### config.mk
export PLATFORM = sky130hd
export DESIGN_NAME = prm_edge_mask_accum_flat
export DESIGN_NICKNAME = d
export VERILOG_FILES = /design/src/rtl/prm_edge_mask_accum_if.sv /design/src/rtl/prm_edge_mask_accum.sv /design/src/flat_wrapper.sv
export SDC_FILE = /design/constraint.sdc
export NUM_CORES = 2
export LEC_CHECK = 0
export ABC_AREA = 1
export CAP_MARGIN = 0
export CORE_AREA = 5 5 419 421
export CTS_CLUSTER_DIAMETER = 150
export CTS_CLUSTER_SIZE = 28
export DETAILED_ROUTE_END_ITERATION = 8
export DIE_AREA = 0 0 424 426
export GPL_TIMING_DRIVEN = 0
export SLEW_MARGIN = 20
export SYNTH_ARGS = -nofsm -noshare
export SYNTH_HDL_FRONTEND = slang
export SYNTH_SLANG_ARGS = --single-unit
### constraint.sdc
create_clock -name clk -period 7.4 [get_ports clk]
set_input_delay 2.22 -clock clk [delete_from_list [all_inputs] [get_ports clk]]
set_output_delay 2.22 -clock clk [all_outputs]
set_load 0.02 [all_outputs]
### src/rtl/prm_edge_mask_accum_if.sv
// -----------------------------------------------------------------------------
// prm_edge_mask_accum_if
//
// Groups every non-clock signal of prm_edge_mask_accum into one bundle.
//
// Handshake semantics (both channels, vox_* and blk_*):
//   A transfer happens on a rising clk edge when valid and ready are both 1.
//   The source holds valid and its payload stable until that edge. The sink
//   may drive ready independently of valid. Payload is don't-care while valid
//   is 0.
//
// Signal summary:
//   vox_valid / vox_ready / vox_idx / vox_last : voxel input stream
//   chk_idx   : registered voxel index fanned out to the checker bank
//   chk_mask  : combinational per-edge checker results for chk_idx
//   blk_valid / blk_ready : result handshake toward roadmap pruning
//   blk_mask  : blocked-edge bitmap, blk_count : popcount of blk_mask
//   vox_count : voxels accepted this frame (saturating)
//
// Modports:
//   master : environment side (voxel source, checker bank, result sink)
//   slave  : the accumulator block itself
// -----------------------------------------------------------------------------
interface prm_edge_mask_accum_if #(
    parameter int NUM_EDGES = 512,
    parameter int VOX_W     = 15,
    parameter int CNT_W     = 16
);
    logic                 vox_valid;
    logic                 vox_ready;
    logic [VOX_W-1:0]     vox_idx;
    logic                 vox_last;

    logic [VOX_W-1:0]     chk_idx;
    logic [NUM_EDGES-1:0] chk_mask;

    logic                 blk_valid;
    logic                 blk_ready;
    logic [NUM_EDGES-1:0] blk_mask;
    logic [CNT_W-1:0]     blk_count;
    logic [CNT_W-1:0]     vox_count;

    modport master (
        output vox_valid,
        output vox_idx,
        output vox_last,
        output chk_mask,
        output blk_ready,
        input  vox_ready,
        input  chk_idx,
        input  blk_valid,
        input  blk_mask,
        input  blk_count,
        input  vox_count
    );

    modport slave (
        input  vox_valid,
        input  vox_idx,
        input  vox_last,
        input  chk_mask,
        input  blk_ready,
        output vox_ready,
        output chk_idx,
        output blk_valid,
        output blk_mask,
        output blk_count,
        output vox_count
    );
endinterface

### src/rtl/prm_edge_mask_accum.sv
// -----------------------------------------------------------------------------
// prm_edge_mask_accum
//
// Accepts a frame of obstacle voxel indices, presents each index (registered)
// to the per-edge checker bank, and ORs the returned edge mask into a
// blocked-edge bitmap. After the last voxel the pipeline drains, the bitmap is
// popcounted 16 bits per cycle, and bitmap plus count are offered downstream.
//
// Ports:
//   clk        : sole clock, rising edge
//   rst        : synchronous, active-high reset
//   bus        : prm_edge_mask_accum_if.slave (voxel stream, checker bank
//                index/mask, result handshake, counters)
//   dbg_state  : current FSM state (0 ACC, 1 DRAIN, 2 COUNT, 3 OUT)
//
// Timing (last voxel accepted at edge t):
//   edge t+1        : checker mask of last voxel ORed into the bitmap
//   edges t+1..t+3  : DRAIN, leaves once both pipeline flags are clear
//   edges t+4..     : one 16-bit slice counted per edge
//   after t+3+NUM_EDGES/16 : blk_valid high until the result handshake
// -----------------------------------------------------------------------------
module prm_edge_mask_accum #(
    parameter int NUM_EDGES = 512,
    parameter int VOX_W     = 15,
    parameter int CNT_W     = 16
) (
    input  logic                        clk,
    input  logic                        rst,
    prm_edge_mask_accum_if.slave        bus,
    output logic [1:0]                  dbg_state
);

    localparam int NUM_SLICES = NUM_EDGES / 16;
    localparam int SLICE_W    = (NUM_SLICES > 1) ? $clog2(NUM_SLICES) : 1;

    // Build-time parameter sanity: the counting datapath works on whole
    // 16-bit slices, and the count register must be able to hold NUM_EDGES.
    if ((NUM_EDGES % 16) != 0 || NUM_EDGES < 16) begin : g_bad_num_edges
        $error("prm_edge_mask_accum: NUM_EDGES must be a positive multiple of 16");
    end
    if ($clog2(NUM_EDGES + 1) > CNT_W) begin : g_bad_cnt_w
        $error("prm_edge_mask_accum: CNT_W too narrow to hold NUM_EDGES");
    end

    typedef enum logic [1:0] {
        ST_ACC   = 2'd0,
        ST_DRAIN = 2'd1,
        ST_COUNT = 2'd2,
        ST_OUT   = 2'd3
    } state_e;

    // -------------------------------------------------------------------------
    // State
    // -------------------------------------------------------------------------
    state_e               state_q,   state_d;
    logic [VOX_W-1:0]     chk_idx_q, chk_idx_d;
    logic                 s1_vld_q,  s1_vld_d;
    logic                 s2_vld_q,  s2_vld_d;
    logic [NUM_EDGES-1:0] acc_q,     acc_d;
    logic [CNT_W-1:0]     cnt_q,     cnt_d;
    logic [CNT_W-1:0]     vox_cnt_q, vox_cnt_d;
    logic [SLICE_W-1:0]   slice_q,   slice_d;

    logic                 accept;
    logic                 last_slice;
    logic [15:0]          slice_bits;
    logic [4:0]           slice_pop;

    function automatic logic [4:0] popcount16(input logic [15:0] v);
        logic [4:0] n;
        n = '0;
        for (int i = 0; i < 16; i++) begin
            n = n + {4'd0, v[i]};
        end
        return n;
    endfunction

    // -------------------------------------------------------------------------
    // Slice selection for the counting phase
    // -------------------------------------------------------------------------
    always_comb begin
        slice_bits = '0;
        for (int i = 0; i < NUM_SLICES; i++) begin
            if (slice_q == SLICE_W'(i)) begin
                slice_bits = acc_q[i*16 +: 16];
            end
        end
    end

    assign slice_pop  = popcount16(slice_bits);
    assign last_slice = (slice_q == SLICE_W'(NUM_SLICES - 1));
    assign accept     = bus.vox_valid && (state_q == ST_ACC);

    // -------------------------------------------------------------------------
    // Next-state logic
    // -------------------------------------------------------------------------
    always_comb begin
        state_d   = state_q;
        chk_idx_d = chk_idx_q;
        s1_vld_d  = accept;
        s2_vld_d  = s1_vld_q;
        acc_d     = acc_q;
        cnt_d     = cnt_q;
        vox_cnt_d = vox_cnt_q;
        slice_d   = slice_q;

        // Stage 1: register the index that the checker bank evaluates.
        if (accept) begin
            chk_idx_d = bus.vox_idx;
            if (vox_cnt_q != {CNT_W{1'b1}}) begin
                vox_cnt_d = vox_cnt_q + CNT_W'(1);
            end
        end

        // Stage 2: chk_mask has had a full cycle to settle from chk_idx_q.
        if (s1_vld_q) begin
            acc_d = acc_q | bus.chk_mask;
        end

        case (state_q)
            ST_ACC: begin
                if (accept && bus.vox_last) begin
                    state_d = ST_DRAIN;
                end
            end
            ST_DRAIN: begin
                // Wait for the last voxel's mask to land in the bitmap.
                if (!s1_vld_q && !s2_vld_q) begin
                    state_d = ST_COUNT;
                    slice_d = '0;
                end
            end
            ST_COUNT: begin
                cnt_d   = cnt_q + CNT_W'(slice_pop);
                slice_d = slice_q + SLICE_W'(1);
                if (last_slice) begin
                    state_d = ST_OUT;
                    slice_d = '0;
                end
            end
            ST_OUT: begin
                if (bus.blk_ready) begin
                    acc_d     = '0;
                    cnt_d     = '0;
                    vox_cnt_d = '0;
                    state_d   = ST_ACC;
                end
            end
            default: begin
                state_d = ST_ACC;
            end
        endcase
    end

    // -------------------------------------------------------------------------
    // State registers
    // -------------------------------------------------------------------------
    always_ff @(posedge clk) begin
        if (rst) begin
            state_q   <= ST_ACC;
            chk_idx_q <= '0;
            s1_vld_q  <= 1'b0;
            s2_vld_q  <= 1'b0;
            acc_q     <= '0;
            cnt_q     <= '0;
            vox_cnt_q <= '0;
            slice_q   <= '0;
        end else begin
            state_q   <= state_d;
            chk_idx_q <= chk_idx_d;
            s1_vld_q  <= s1_vld_d;
            s2_vld_q  <= s2_vld_d;
            acc_q     <= acc_d;
            cnt_q     <= cnt_d;
            vox_cnt_q <= vox_cnt_d;
            slice_q   <= slice_d;
        end
    end

    // -------------------------------------------------------------------------
    // Outputs
    // -------------------------------------------------------------------------
    // Bitmap and count are only presented while the result is offered, so a
    // partially built frame never shows up on the result bus.
    assign bus.vox_ready = (state_q == ST_ACC);
    assign bus.chk_idx   = chk_idx_q;
    assign bus.blk_valid = (state_q == ST_OUT);
    assign bus.blk_mask  = (state_q == ST_OUT) ? acc_q : '0;
    assign bus.blk_count = (state_q == ST_OUT) ? cnt_q : '0;
    assign bus.vox_count = vox_cnt_q;
    assign dbg_state     = state_q;

endmodule

### src/flat_wrapper.sv
// flat-port wrapper written by rule: the top's interface ports become plain ports
module prm_edge_mask_accum_flat 
#(
    parameter int NUM_EDGES = 512,
    parameter int VOX_W     = 15,
    parameter int CNT_W     = 16
)
  (clk, rst, dbg_state, bus_vox_valid, bus_vox_idx, bus_vox_last, bus_chk_mask, bus_blk_ready, bus_vox_ready, bus_chk_idx, bus_blk_valid, bus_blk_mask, bus_blk_count, bus_vox_count);
  prm_edge_mask_accum_if #(.NUM_EDGES(NUM_EDGES), .VOX_W(VOX_W), .CNT_W(CNT_W)) bus_i ();
  input  logic clk;
  input  logic rst;
  output logic [1:0] dbg_state;
  input wire logic [$bits(bus_i.vox_valid)-1:0] bus_vox_valid;
  input wire logic [$bits(bus_i.vox_idx)-1:0] bus_vox_idx;
  input wire logic [$bits(bus_i.vox_last)-1:0] bus_vox_last;
  input wire logic [$bits(bus_i.chk_mask)-1:0] bus_chk_mask;
  input wire logic [$bits(bus_i.blk_ready)-1:0] bus_blk_ready;
  output wire logic [$bits(bus_i.vox_ready)-1:0] bus_vox_ready;
  output wire logic [$bits(bus_i.chk_idx)-1:0] bus_chk_idx;
  output wire logic [$bits(bus_i.blk_valid)-1:0] bus_blk_valid;
  output wire logic [$bits(bus_i.blk_mask)-1:0] bus_blk_mask;
  output wire logic [$bits(bus_i.blk_count)-1:0] bus_blk_count;
  output wire logic [$bits(bus_i.vox_count)-1:0] bus_vox_count;
  assign bus_i.vox_valid = bus_vox_valid;
  assign bus_i.vox_idx = bus_vox_idx;
  assign bus_i.vox_last = bus_vox_last;
  assign bus_i.chk_mask = bus_chk_mask;
  assign bus_i.blk_ready = bus_blk_ready;
  assign bus_vox_ready = bus_i.vox_ready;
  assign bus_chk_idx = bus_i.chk_idx;
  assign bus_blk_valid = bus_i.blk_valid;
  assign bus_blk_mask = bus_i.blk_mask;
  assign bus_blk_count = bus_i.blk_count;
  assign bus_vox_count = bus_i.vox_count;
  prm_edge_mask_accum #(.NUM_EDGES(NUM_EDGES), .VOX_W(VOX_W), .CNT_W(CNT_W)) u_core (.clk(clk), .rst(rst), .bus(bus_i), .dbg_state(dbg_state));
endmodule
* Word level (Yosys, flattened, before mapping)
Index checks and enable logic that the tools add are counted.
** Word-level totals
- Register bits after elaboration :: 568
- Latch bits :: 0
- Bits in writable memories :: 0
- ROM bits :: 0
- Bits of input ports :: 532
- Output and inout port bits :: 563
- Logic and storage cells :: 129
- Memories :: 0
** Cells by class
- $add $sub $neg :: 18
- $mul :: 0
- Divide/modulo/power cells :: 0
- Order comparisons :: 0
- Equal/unequal tests :: 39
- Shift-type cells :: 0
- Multiplexer cells :: 51
- Bitwise logic cells :: 1
- Reduce and logical (&&, ||, !) cells :: 12
** Operators by type and width (number)
- $mux 512 :: 4
- $mux 16 :: 38
- $or 512x512->512 :: 1
- $eq 5x5->1 const B :: 16
- $add 5x1->5 :: 14
- $eq 5x4->1 const B :: 8
- $pmux 16 s2 :: 1
- $eq 5x3->1 const B :: 4
- $add 16x1->16 const B :: 1
- $add 16x5->16 :: 1
- $ne 16x16->1 const B :: 1
- $eq 5x2->1 const B :: 2
- $mux 5 :: 2
- $pmux 5 s2 :: 1
- $mux 2 :: 4
- $pmux 2 s4 :: 1
- $ne 2x1->1 const B :: 3
- $add 5x1->5 const B :: 1
- $eq 5x1->1 const B :: 1
- $logic_not 5->1 :: 1
- $eq 2x2->1 const B :: 2
- $reduce_and 2->1 :: 2
- $reduce_and 4->1 :: 1
- $reduce_bool 2->1 :: 2
- other kinds (6) :: 9

* Depth between registers and ports, before layout
- Depth after elaboration :: 50
- Gate-level depth with buffers :: 65

* Worst setup path after synthesis
No wires, ideal clock.
- Kind :: register to register
- Start :: register u_core.slice_q[0]
- End :: register u_core.cnt_q[15]
- Library setup time :: 116 ps
- Arrival :: 7594 ps
- Data required time :: 7284 ps
- Path slack :: -310 ps
- Cell stages (with the launch flop) :: 60
- Period minus slack after synthesis :: 7710 ps
- Cell sequence :: dfxtp_1 inv_1 ha_1 clkbuf_1 nand3_1 o21ai_0 o21ai_1 o21bai_1 o21ai_1 nand2_1 nand3_1 nand2_1 o21ai_1 nand2_1 nand2_1 nand2_1 nand2_1 nand2_1 [... 24 more ...] fa_1 fa_1 xnor2_1 ha_1 nand2_1 nor2_1 a211oi_1 inv_1 a21oi_1 o21ai_0 nand3_1 nor3_1 inv_1 nor3_1 and3_1 nand3_1 nand2_1 a21oi_1
** On the way
- Word-level cells in the longest chain between the ends :: 50
- Elaborated cells on any way between the ends :: 81
** RTL lines
- from (decl) :: RTL line prm_edge_mask_accum.sv:62 : logic [SLICE_W-1:0] slice_q, slice_d;
- from (signal assigned) :: RTL line prm_edge_mask_accum.sv:176 : slice_q <= slice_d;
- $logic_not 5->1 :: RTL line prm_edge_mask_accum.sv:84 : if (slice_q == SLICE_W'(i)) begin
- $mux 16 (31 in series) :: RTL line prm_edge_mask_accum.sv:84
- $mux 16 (*) :: RTL line prm_edge_mask_accum.sv:84
- $add 1x1->2 :: RTL line prm_edge_mask_accum.sv:73 : n = n + {4'd0, v[i]};
- $add 5x1->5 (13 in series) :: RTL line prm_edge_mask_accum.sv:73
- $add 5x1->5 (*) :: RTL line prm_edge_mask_accum.sv:73
- $add 16x5->16 (*) :: RTL line prm_edge_mask_accum.sv:134 : cnt_d = cnt_q + CNT_W'(slice_pop);
- $pmux 16 s2 (*) :: RTL line prm_edge_mask_accum.sv:120 : case (state_q)
- to (signal assigned) :: RTL line prm_edge_mask_accum.sv:174 : cnt_q <= cnt_d;
- to (decl) :: RTL line prm_edge_mask_accum.sv:60 : logic [CNT_W-1:0] cnt_q, cnt_d;
Mark *: on every way between the ends. The rest lies on a longest branch, timed or not.
A chain may end at the register's enable or synchronous reset.

* Worst setup path after layout
- Start :: register u_core.slice_q[1]
- End :: register u_core.cnt_q[12]
Same word-level chain as after synthesis.

==> flow_metrics.py <==
metrics = {
    "clocking": {
        "tritoncts": "built",
        "clkSinkCount": 568,
        "insertion_delay_ps": 720,
        "cts_root_buffer": "clkbuf_16",
        "holdBufCountCts": 0,
        "clkTransAtPathRegs_ps": 110,
        "clock_path_buffers": 3,
        "htree_levels": 1,
        "cts_buffers": 28,
    },
    "worst_setup_path": {
        "max_stage_delay_ps": 520,
        "crit_path_start_kind": "register",
        "reg2reg_from": "u_core.slice_q[1]",
        "required_ps": 7990,
        "critical-path-slowest-cell": "fa_1",
        "r2r_slack_ps": -1440,
        "worstRegToRegCells": 58,
        "crit_top_cell": "nand2_1",
        "cp_max_fo": 8,
        "criticalPathCategory": "reg2reg",
        "crit_path_end_kind": "register",
        "arrival_ps": 9440,
        "r2r_end": "u_core.cnt_q[12]",
    },
    "timing": {
        "worst_pin_slew_ps": 1110,
        "rsz0062_at_grt": "yes",
        "fin_ws_ps": -1440,
        "finClkSkew_ps": 68.1,
        "period_share_pct": 119,
        "timing.hold.ws_ps": 498,
        "report.final.slew_viol_count": 0,
        "setup_viol": 15,
        "hold_viol_final": 0,
        "period_needed_ps": 8840,
        "fmax_ghz": 0.113,
        "max_slew_margin_pct": 26.2,
    },
    "global_route": {
        "grt_pass1_vias": 33100,
        "grt_pass1_wl_um": 272000,
        "antenna_found_initial": 77,
        "overflow": 0,
        "grt_use_total_pct": 21.5,
        "grt_max_degree": 29,
    },
    "worst_hold_path": {
        "min_from": "u_core.bus.chk_idx[7]",
        "worstHoldPathCells": 2,
        "hp-class": "reg2reg",
        "min_to": "u_core.bus.chk_idx[7]",
    },
    "yosys": {
        "synth.distinct_cells": 44,
        "synth_nets": 5232,
        "synth.avg_cell_area_um2": 6.15,
        "yosysSeqAreaShare_pct": 39.6,
        "async_flop_share_pct": 0,
        "synth_edf_count": 0,
        "synthCells": 4667,
        "ys_warn_count": 0,
        "synth_ff_type": "dfxtp_1",
        "netlist_area_um2": 28700,
        "synth_seq_cells": 568,
    },
    "route": {
        "viasPerCell": 4.37,
        "avgRoutedWirePerCell_um": 25.4,
        "drcViolationCount": 0,
        "drtPass1Iterations": 6,
        "finalWirelength_um": 207000,
        "drt_iter0_markers": 3426,
        "vias": 35600,
        "drtAntennaViolNets": 0,
    },
    "layout": {
        "area_delta_synth_final_pct": 57.3,
        "final_layout_size_suffix_gt1_share_pct": 7.50,
        "final_core_util_pct": 26.4,
        "layout.nets": 6414,
        "stdcell_count": 8141,
    },
    "pwr": {
        "leakage_nw": 20.8,
        "power_density_nw_per_um2": 212,
        "peakVddDrop_mv": 0.208,
        "fin_total_pwr_mw": 9.57,
    },
    "die": {
        "io_pins": 1095,
        "core_area_um2": 171000,
        "die_w_um": 424,
        "rows": 152,
        "dieArea_um2": 181000,
        "start_util_pct": 16.8,
        "die_h_um": 426,
    },
    "place": {
        "gp_congestion": 0.971,
        "placed_cells": 7997,
        "hpwl_um": 177000,
        "pre_cts_slack_ps": -2780,
        "port_buffers": 1093,
    },
    "outcome": {
        "violations": "negative setup slack",
        "status": "finished with violations",
    },
    "run": {
        "max-cap-violations": 0,
    },
}
## power by group
| part | switching [mW] | total (mW) | internal [mW] |
|---|---|---|---|
| Clock | 1.27 | 2.00 | 0.735 |
| Sequential | 0.417 | 3.83 | 3.41 |
| Combinational | 2.33 | 3.74 | 1.40 |
| Total | 4.02 | 9.57 | 5.55 |
## Yosys cell counts (all sizes together) (9+ instances only)
master	instances	area (um2)
nand4	9	56.3
clkbuf	241	906
nor3	21	110
fa	11	220
nor2	703	2670
o21ai	170	851
buf	18	90.1
nand2	1190	4470
or2	46	288
inv	866	3250
a21oi	714	3570
nand3	42	230
ha	22	275
dfxtp	568	11400
## critical path: cells and delay by family, from the launching register on
family | cells | cell delay [ps]
compound gates | 6 | 910
simple gates | 36 | 3700
xor+xnor | 1 | 150
buf+inv | 8 | 760
flops | 1 | 390
fa+ha+maj | 7 | 2800
## per-layer routing
metal / routed length, um / global-route usage (%) / part of all wire [%] / up-vias
li1: - / - / - / 16500
met2: 97100 / 35.7 / 47 / 1583
met1: 82400 / 27.0 / 40 / 17200
met3: 16400 / 4.02 / 7.9 / 287
met4: 10600 / 9.78 / 5.1 / 24
met5: 160 / 0 / 0.077 / -
## cell usage in the layout (no fill, tap or decap), types with 6 or more instances in the layout
master and count:
or2_0 13, buf_4 54, clkbuf_1 223, nor2_1 690
a21oi_1 703, nand4_1 9, nor3_1 11, clkbuf_16 28
nor3_4 6, ha_1 16, inv_1 850, nand3_1 26
clkbuf_2 16, nand2_1 1016, a21oi_2 11, nand2_4 34
clkdlybuf4s50_1 1093, inv_2 11, or2_2 31, o21ai_2 15
fa_1 8, nand2_2 140, nand3_2 12, o21ai_1 23
nor2_4 10, o21ai_0 132, dfxtp_1 563, buf_6 9
diode_2 51
## worst max path at each step
stage / from / to / slack, ps
finish: u_core.slice_q[1] / u_core.cnt_q[12] / -1440
CTS: u_core.slice_q[1] / u_core.cnt_q[15] / -1490
floorplan: u_core.slice_q[1] / u_core.cnt_q[15] / 20
detailed placement: u_core.slice_q[1] / u_core.cnt_q[15] / -2780
global placement: u_core.slice_q[1] / u_core.cnt_q[15] / -2710
global route: u_core.slice_q[2] / u_core.cnt_q[12] / -1720
## cells by family after synthesis
group | count (synthesis) | synth area share (%)
simple gates | 2016 | 27.4
fa+ha+maj | 33 | 1.73
xor+xnor | 5 | 0.153
flops | 568 | 39.6
compound gates | 914 | 16.2
buf+inv | 1130 | 14.9
mux | 1 | 0.0349
## cell type report
class	instances	area [um2]
Antenna cell	51	128
Multi-Input combinational cell	2969	14100
Clock inverter	9	163
Sequential cell	568	11400
Buffer	258	1070
Clock buffer	29	704
Timing Repair Buffer	1153	11500
Fill cell	19200	126000
Tap cell	2233	2790
Inverter	871	3290
## state kept, by name, summed over array words and instances (netlist names)
name,cells
u_core.s1_vld_q,1
u_core.bus.chk_idx,15
u_core.cnt_q,16
u_core.dbg_state,2
u_core.acc_q,512
u_core.s2_vld_q,1
u_core.slice_q,5
u_core.bus.vox_count,16
## metrics by stage
step / setup TNS, ps / area [um2]
after CTS: -17160 / 44400
after detailed placement: -35020 / 42500
after global routing: -20350 / 45100
after global placement: -33200 / 42500
final: -16800 / 45100
after floorplan: 0 / 28700
## what timing repair did
item                       in CTS  in global routing
pin swaps                      62                 93
gates resized for setup       208                155
setup endpoints to repair      17                 16
setup buffers                  42                 14
Note: power is estimated with default switching activity, not from simulation.
